$ cat src/rtl/pcm_ddram_fetch.sv
// PCM ROM fetch responder on the MiSTer DDRAM port: single-beat reads with a
// one-word read cache, plus the byte-wide ROM download write path.
module pcm_ddram_fetch #(
  parameter logic [28:0] BASE_ADDR = 29'h0300000,
  parameter int          ADDR_W    = 18
) (
  input  logic              clk_sys,
  input  logic              reset_n,
  input  logic [ADDR_W-1:0] ch_addr,
  input  logic              ch_req,
  output logic [63:0]       ch_dout,
  output logic              ch_ready,
  input  logic [ADDR_W-1:0] wr_addr,
  input  logic [7:0]        wr_data,
  input  logic              wr_en,
  output logic              wr_busy,
  input  logic              DDRAM_BUSY,
  output logic [7:0]        DDRAM_BURSTCNT,
  output logic [28:0]       DDRAM_ADDR,
  input  logic [63:0]       DDRAM_DOUT,
  input  logic              DDRAM_DOUT_READY,
  output logic              DDRAM_RD,
  output logic [63:0]       DDRAM_DIN,
  output logic [7:0]        DDRAM_BE,
  output logic              DDRAM_WE
);

  localparam int TAG_W = ADDR_W - 3;

  typedef enum logic [1:0] {IDLE, RD_CMD, RD_WAIT, WR_CMD} state_t;

  state_t              state_q, state_d;
  logic                pend_rd_q, pend_rd_d;
  logic [ADDR_W-1:0]   rd_addr_q, rd_addr_d;
  logic                wr_busy_q, wr_busy_d;
  logic [ADDR_W-1:0]   wr_addr_q, wr_addr_d;
  logic [7:0]          wr_data_q, wr_data_d;
  logic [63:0]         cache_q, cache_d;
  logic [TAG_W-1:0]    tag_q, tag_d;
  logic [TAG_W-1:0]    fetch_tag_q, fetch_tag_d;
  logic                valid_q, valid_d;
  logic [63:0]         dout_q, dout_d;
  logic                ready_q, ready_d;
  logic [28:0]         ddr_addr_q, ddr_addr_d;
  logic                rd_q, rd_d;
  logic                we_q, we_d;
  logic [63:0]         din_q, din_d;
  logic [7:0]          be_q, be_d;

  logic                wr_acc_s;
  logic                wr_v_s;
  logic                rd_v_s;
  logic [ADDR_W-1:0]   wa_s;
  logic [7:0]          wd_s;
  logic [ADDR_W-1:0]   ra_s;

  function automatic logic [28:0] word_addr(input logic [ADDR_W-1:0] a);
    logic [28:0] w;
    w = 29'(a[ADDR_W-1:3]);
    return BASE_ADDR + w;
  endfunction

  // Next-state, request capture and command generation.
  always_comb begin
    state_d     = state_q;
    pend_rd_d   = pend_rd_q;
    rd_addr_d   = rd_addr_q;
    wr_busy_d   = wr_busy_q;
    wr_addr_d   = wr_addr_q;
    wr_data_d   = wr_data_q;
    cache_d     = cache_q;
    tag_d       = tag_q;
    fetch_tag_d = fetch_tag_q;
    valid_d     = valid_q;
    dout_d      = dout_q;
    ready_d     = 1'b0;
    ddr_addr_d  = ddr_addr_q;
    rd_d        = rd_q;
    we_d        = we_q;
    din_d       = din_q;
    be_d        = be_q;

    // A fresh request is visible in the same cycle so IDLE can act on it at once.
    wr_acc_s = wr_en & ~wr_busy_q;
    wr_v_s   = wr_busy_q | wr_acc_s;
    wa_s     = wr_busy_q ? wr_addr_q : wr_addr;
    wd_s     = wr_busy_q ? wr_data_q : wr_data;
    rd_v_s   = ch_req | pend_rd_q;
    ra_s     = ch_req ? ch_addr : rd_addr_q;

    if (ch_req) begin
      pend_rd_d = 1'b1;
      rd_addr_d = ch_addr;
    end else begin
      pend_rd_d = pend_rd_q;
    end

    if (wr_acc_s) begin
      wr_busy_d = 1'b1;
      wr_addr_d = wr_addr;
      wr_data_d = wr_data;
      if (valid_q && (wr_addr[ADDR_W-1:3] == tag_q)) begin
        valid_d = 1'b0;
      end else begin
        valid_d = valid_q;
      end
    end else begin
      wr_busy_d = wr_busy_q;
    end

    case (state_q)
      IDLE: begin
        if (wr_v_s) begin
          state_d    = WR_CMD;
          we_d       = 1'b1;
          ddr_addr_d = word_addr(wa_s);
          din_d      = {8{wd_s}};
          be_d       = 8'b0000_0001 << wa_s[2:0];
        end else if (rd_v_s) begin
          pend_rd_d = 1'b0;
          if (valid_q && (ra_s[ADDR_W-1:3] == tag_q)) begin
            ready_d = 1'b1;
            dout_d  = cache_q;
          end else begin
            state_d     = RD_CMD;
            rd_d        = 1'b1;
            ddr_addr_d  = word_addr(ra_s);
            fetch_tag_d = ra_s[ADDR_W-1:3];
          end
        end else begin
          state_d = IDLE;
        end
      end
      RD_CMD: begin
        if (!DDRAM_BUSY) begin
          rd_d    = 1'b0;
          state_d = RD_WAIT;
        end else begin
          rd_d = 1'b1;
        end
      end
      RD_WAIT: begin
        if (DDRAM_DOUT_READY) begin
          dout_d  = DDRAM_DOUT;
          cache_d = DDRAM_DOUT;
          tag_d   = fetch_tag_q;
          // A write already queued to this word makes the fetched data stale.
          valid_d = !(wr_v_s && (wa_s[ADDR_W-1:3] == fetch_tag_q));
          ready_d = 1'b1;
          state_d = IDLE;
        end else begin
          state_d = RD_WAIT;
        end
      end
      WR_CMD: begin
        if (!DDRAM_BUSY) begin
          we_d      = 1'b0;
          wr_busy_d = 1'b0;
          state_d   = IDLE;
        end else begin
          we_d = 1'b1;
        end
      end
      default: begin
        state_d = IDLE;
        rd_d    = 1'b0;
        we_d    = 1'b0;
      end
    endcase
  end

  // State and output registers.
  always_ff @(posedge clk_sys or negedge reset_n) begin
    if (!reset_n) begin
      state_q     <= IDLE;
      pend_rd_q   <= 1'b0;
      rd_addr_q   <= '0;
      wr_busy_q   <= 1'b0;
      wr_addr_q   <= '0;
      wr_data_q   <= 8'h00;
      cache_q     <= 64'h0;
      tag_q       <= '0;
      fetch_tag_q <= '0;
      valid_q     <= 1'b0;
      dout_q      <= 64'h0;
      ready_q     <= 1'b0;
      ddr_addr_q  <= 29'h0;
      rd_q        <= 1'b0;
      we_q        <= 1'b0;
      din_q       <= 64'h0;
      be_q        <= 8'h00;
    end else begin
      state_q     <= state_d;
      pend_rd_q   <= pend_rd_d;
      rd_addr_q   <= rd_addr_d;
      wr_busy_q   <= wr_busy_d;
      wr_addr_q   <= wr_addr_d;
      wr_data_q   <= wr_data_d;
      cache_q     <= cache_d;
      tag_q       <= tag_d;
      fetch_tag_q <= fetch_tag_d;
      valid_q     <= valid_d;
      dout_q      <= dout_d;
      ready_q     <= ready_d;
      ddr_addr_q  <= ddr_addr_d;
      rd_q        <= rd_d;
      we_q        <= we_d;
      din_q       <= din_d;
      be_q        <= be_d;
    end
  end

  assign ch_dout        = dout_q;
  assign ch_ready       = ready_q;
  assign wr_busy        = wr_busy_q;
  assign DDRAM_BURSTCNT = 8'd1;
  assign DDRAM_ADDR     = ddr_addr_q;
  assign DDRAM_RD       = rd_q;
  assign DDRAM_WE       = we_q;
  assign DDRAM_DIN      = din_q;
  assign DDRAM_BE       = be_q;

endmodule

$ cat config.mk
export PLATFORM = sky130hd
export DESIGN_NAME = pcm_ddram_fetch
export DESIGN_NICKNAME = d
export VERILOG_FILES = /design/src/rtl/pcm_ddram_fetch.sv
export SDC_FILE = /design/constraint.sdc
export NUM_CORES = 1
export LEC_CHECK = 0
export BUFFER_PORTS_ARGS = -buffer_cell sky130_fd_sc_hd__buf_4
export CAP_MARGIN = 40
export CORE_MARGIN = 4
export CORE_UTILIZATION = 48
export CTS_CLUSTER_SIZE = 10
export DETAILED_ROUTE_END_ITERATION = 16
export PLACE_DENSITY = 0.87
export SLEW_MARGIN = 20
export SYNTH_ARGS = -nofsm -noshare
export SYNTH_HDL_FRONTEND = slang
export SYNTH_SLANG_ARGS = --single-unit
$ cat constraint.sdc
create_clock -name clk_sys -period 2.25 [get_ports clk_sys]
set_clock_uncertainty 0.05 [all_clocks]
set_input_delay 0.225 -clock clk_sys [delete_from_list [all_inputs] [get_ports clk_sys]]
set_output_delay 0.225 -clock clk_sys [all_outputs]
set_load 0.005 [all_outputs]
=== Word-level counts from Yosys, hierarchy flattened ===
Index checks and enable logic that the tools add are counted.
Widths: inputs -> output; s select.

* Div/mod/pow operators: 0
* Bitwise operators: 6
* Add/sub/neg operators: 2
* Equality and inequality tests: 16
* $mul: 0
* Muxes and demuxes: 41
* Magnitude comparators: 0
* Shift-type cells: 1
* Reductions and logical operators: 17

{| class="wikitable"
|+ Operators with widths
! cell !! number
|-
| $mux 64 || 4
|-
| $pmux 64 s2 || 1
|-
| $mux 29 || 3
|-
| $add 22x15->23 const A || 2
|-
| $eq 15x15->1 || 3
|-
| $mux 18 || 2
|-
| $mux 1 || 20
|-
| $ne 2x2->1 const B || 9
|-
| $mux 2 || 6
|-
| $mux 8 || 1
|-
| $pmux 2 s4 || 1
|-
| $reduce_and 4->1 || 2
|-
| $reduce_bool 2->1 || 4
|-
| $shl 1x3->8 const A || 1
|-
| $pmux 1 s2 || 3
|-
| $reduce_and 2->1 || 3
|-
| $reduce_and 3->1 || 2
|-
| $reduce_and 5->1 || 1
|-
| $eq 2x2->1 const B || 2
|-
| $ne 4x4->1 const B || 1
|-
| $logic_and 1x1->1 || 3
|-
| $not 1->1 || 3
|-
| $eq 2x1->1 const B || 1
|-
| $logic_not 2->1 || 1
|-
| other kinds (3) || 4
|}

* Bits in read-only memories: 0
* Memories: 0
* Output and inout bits: 177
* Bits in latches: 0
* Bits of input ports: 114
* Bits in writable memories: 0
* Word-level logic and storage cells: 101
* Register bits: 311

=== Logic depth before layout (Yosys ltp) ===
* Word-level depth: 7
* Depth in mapped cells: 12
* Mapped depth without buffers: 7

=== Worst setup path before layout ===
Ideal clock, no wire load.

* Kind: input port to flip-flop
* From: input ch_req
* To: register ddr_addr_q[10], in the netlist DDRAM_ADDR[10]
* Data required time: 2075 ps
* Setup time: 125 ps
* Buffers on the path: 4
* Path slack: -394 ps
* Cell stages on the path: 10
* Arrival: 2469 ps
* Cell sequence: buf_6 > buf_6 > mux2_4 > xnor2_2 > nand4_1 > or4_1 > buf_2 > o31ai_4 > buf_6 > mux2_4

* Longest elaborated chain between the ends: 5
* Elaborated cells on any way between the ends: 11
* Classes of those cells: add/sub: 1; eq/ne: 2; mux: 4; bitwise: 1; reduce/logical: 3

{| class="wikitable"
|+ RTL lines
! element !! RTL line !! text
|-
| start, declared || 10 || <nowiki>input logic ch_req,</nowiki>
|-
| $mux 18 || - ||
|-
| named net ra_s[16] || 55 || <nowiki>logic [ADDR_W-1:0] ra_s;</nowiki>
|-
| $eq 15x15->1 || 121 || <nowiki>if (valid_q && (ra_s[ADDR_W-1:3] == tag_q)) begin</nowiki>
|-
| $logic_and 1x1->1 || 121 ||
|-
| $ne 2x2->1 (no line) || - ||
|-
| $reduce_and 3->1 (no line) || - ||
|-
| end signal, assigned || 205 || <nowiki>ddr_addr_q <= ddr_addr_d;</nowiki>
|-
| end, declared || 44 || <nowiki>logic [28:0] ddr_addr_q, ddr_addr_d;</nowiki>
|}

The timed path passes the listed nets, and every way through them passes these cells. The select of a mux whose other input is x is not followed.
A chain may end at the register's enable or synchronous reset.

=== Final worst setup path ===
* From: register rd_addr_q[9]
* To: register dout_q[4], in the netlist ch_dout[4]

* Longest elaborated chain between the ends: 5

{| class="wikitable"
|+ RTL lines
! element !! RTL line !! text
|-
| start, declared || 34 || <nowiki>logic [ADDR_W-1:0] rd_addr_q, rd_addr_d;</nowiki>
|-
| start signal, assigned || 195 || <nowiki>rd_addr_q <= rd_addr_d;</nowiki>
|-
| $mux 18 || - ||
|-
| named net ra_s[9] || 55 ||
|-
| $eq 15x15->1 || 121 ||
|-
| $logic_and 1x1->1 || 121 ||
|-
| $ne 2x2->1 (no line) || - ||
|-
| $reduce_and 5->1 (no line) || - ||
|-
| end signal, assigned || 203 || <nowiki>dout_q <= dout_d;</nowiki>
|-
| end, declared || 42 || <nowiki>logic [63:0] dout_q, dout_d;</nowiki>
|}

The timed path passes the listed nets, and every way through them passes these cells.

==> impl_results.md <==
* Post-synthesis compound-gate area fraction at 0.02816
* Max-slew violation count at 0
* Initial Util at 0.4865
* Hold WC Path Type: in -> reg
* Num CTS Buffers at 28
* Syn_area_per_cell at 13.17 um^2
* Final hold vios at 0
* Clock root cell: clkbuf_16
* GP Congestion at 0.8642
* Max Cap Violations at 0
* Number of synthesized flops with an enable pin at 0
* Sequential area share after synthesis at 0.5237
* CTS clk-pin slew, worst paths at 0.06 ns
* Post-synthesis mux area share at 0.3021
* First-pass GRT wire length at 49040 um
* Chip Height at 162.2 um
* Ports at 291
* Final ANT Viol Nets at 0
* YS warnings at 0
* Drt initial violations at 425
* Yosys top cell by area: dfrtp_1
* Buffers on Ports at 267
* Fmax at 376.0 MHz
* Status: finished, violations left
* Total GRT Usage at 0.2330
* Sink Count at 239
* Drt pass-1 iters at 4
* Die W at 162.2 um
* Layout cells sized above 1 at 0.5354
* Main combinational cell family by area after synthesis: multiplexers
* Dpl ws at -0.6521 ns
* Top-area cell type share of the netlist area at 0.5237
* Tcrit/Tclk final at 1.182
* Cells after Synth at 867
* DRC Markers at 0
* Mapped Area at 11420 um^2
* Die ar. at 26320 um^2
* Slew HR at 0.5698
* Final WS setup at -0.4098 ns
* Hpwl dp at 20300 um
* Minimum clock period at 2.660 ns
* CTS tree: yes
* Worst path cell trace: mux2i_1, inv_1, xnor2_2, nand4_1, or4_4, buf_6, o21ai_4, buf_12, buf_12, mux2_2
* Maximum vdd drop at 0.8819 mV
* Pwr dens at 1389 nW/um^2
* Startpoint Class: flop
* WP data required at 2.61 ns
* Crit path DAT at 3.02 ns
* Failing checks: negative setup slack
* Nets at 1350
* Setup crit end kind: flop
* Core area at 23470 um^2
* Multi-input gate area at 4957 um^2
* Area delta synth->final at 39.64%
* WHS at 0.04933 ns
* Simple-Gate Fraction of Synth Area at 0.03451
* CP max stage cell: or4_4
* Vias at 8137
* Vias per cell at 5.209
* Most common cell in the netlist: mux2_2
* Insertion delay to the later sink of the worst-skew pair at 0.53 ns
* Synth Area in Adders at 0
* H-tree depth at 1
* Top_reg_cell synth: dfrtp_1
* Setup violations, final at 96
* Synth top area cells: dfrtp_1, mux2_2, buf_4
* Worst-case clock buffer depth at 3
* Vias in the first global route at 8854
* Number of fill cells in the layout at 1559
* Register Area at 5982 um^2
* Initial antenna violation count at 3
* CP Max Fanout at 11
* CP dominant cell by count: buf_12
* Leakage at 0.007660 uW
* Setup Crit Path Kind: reg -> reg
* GRT Residual Overflow at 0
* Post-synth ARST share at 1.000
* Row cnt at 56
* Worst-Margin Slew at 0.6453 ns
* WL/cell at 20.12 um
* Post-synthesis xor/xnor area fraction at 0.03594
* Largest net degree at the start of global routing at 70
* Synth cell types at 39
* Total Wirelength at 31430 um
* CP peak stage delay at 0.52 ns
* RSZ-0062 raised after global routing: true
* #FFs+latches synth at 239
* Top cells by count, synth: mux2_2, dfrtp_1, buf_4
==> area by class of cell <==
type                       instances  share of cell area
antenna                            1           0.0001569
clock buffer                      35             0.04818
clock inverter                     1            0.001883
inverter                          10            0.002354
multi-input combinational        514              0.3109
sequential                       239              0.3751
tap                              319             0.02503
timing repair buffer             443              0.2364
==> logic make-up (layout without fill, tap and decap cells) <==
kind of cell / count (synthesis) / after routing
buffers and inverters: 132 / 489
muxes: 307 / 307
xor gates and xnor gates: 46 / 46
DFF: 239 / 239
other: 2 / 21
and+or+nand+nor: 85 / 85
AOI/OAI and AO/OA: 56 / 56
==> sequential cells by signal, indices dropped and copies added (netlist names), 15 cells and up <==
signal / count
DDRAM_ADDR: 16
cache_q: 64
ch_dout: 64
fetch_tag_q: 15
rd_addr_q: 15
tag_q: 15
wr_addr_q: 18
==> layout by cell type, fill, tap and decap left out, types with 5 or more instances in the layout <==
cell / n
o21ai_0: 32
buf_6: 7
nor2_1: 18
clkbuf_16: 29
mux2i_1: 36
dlygate4sd3_1: 96
xor2_1: 27
mux2_2: 198
buf_12: 13
mux2_4: 71
conb_1: 20
xnor2_1: 14
nand2_1: 36
xnor2_2: 5
inv_1: 8
nor4_1: 6
buf_4: 325
nand4_1: 8
a21oi_1: 14
dfrtp_1: 238
==> worst paths after layout <==
path                                          from                      end  slack, ns  cells past startpoint
setup / recovery            rd_addr_q[9]$_DFF_PN0_   ch_dout[4]$_DFFE_PN0P_      -0.41                     10
hold / removal                         ch_addr[11]  rd_addr_q[11]$_DFF_PN0_       0.05                      4
setup reg to reg            rd_addr_q[9]$_DFF_PN0_   ch_dout[4]$_DFFE_PN0P_      -0.41                     10
hold reg to reg            ch_dout[47]$_DFFE_PN0P_  ch_dout[47]$_DFFE_PN0P_       0.44                      1
max in group asynchronous                  reset_n  cache_q[32]$_DFFE_PN0P_       1.27                      3
min in group asynchronous                  reset_n   ch_dout[0]$_DFFE_PN0P_       0.11                      2
==> through the flow <==
| step | cells | power [uW] | TNS, ns | utilization | instance area (um^2) |
|---|---|---|---|---|---|
| CTS | 1561 | 22060 | -28.94 | 0.6785 | 15930 |
| detailed placement | 1422 | 17060 | -50.84 | 0.5882 | 13810 |
| global placement | 1422 | 16600 | -47.03 | 0.5882 | 13810 |
| global route | 1562 | 23390 | -44.64 | 0.6794 | 15950 |
| finish | 1562 | 22150 | -34.17 | 0.6794 | 15950 |
| floorplan | 885 | 13400 | -29.42 | - | 11500 |
==> worst max-delay path, delay by kind of cell, from the launching register on <==
family / cells / cell delay (ns)
AND/OR/NAND/NOR: 2 / 0.64
multiplexers: 2 / 0.52
buffers and inverters: 4 / 0.63
flip-flops: 1 / 0.37
AO/OA/AOI/OAI: 1 / 0.14
XOR/XNOR: 1 / 0.18
==> layer usage <==
metal  global-route usage  wire length (um)  part of all wire
met1               0.2754             12120              0.39
met2               0.4178             15930              0.51
met5                    0                21           0.00067
met3              0.05455              2243             0.071
met4              0.07843              1111             0.035
==> power breakdown <==
group,switching (uW),total (uW),internal [uW]
Combinational,3850,10100,6290
Sequential,1560,7920,6360
Clock,1640,4090,2460
==> repair_timing <==
item	CTS	global route
cloned	1	0
resized for setup	72	11
setup endpoints to repair	95	97
setup buffers	7	2
hold buffers	96	0
pin swaps	6	5
hold endpoints to repair	362	0
Power figures use the tool's default switching activity.
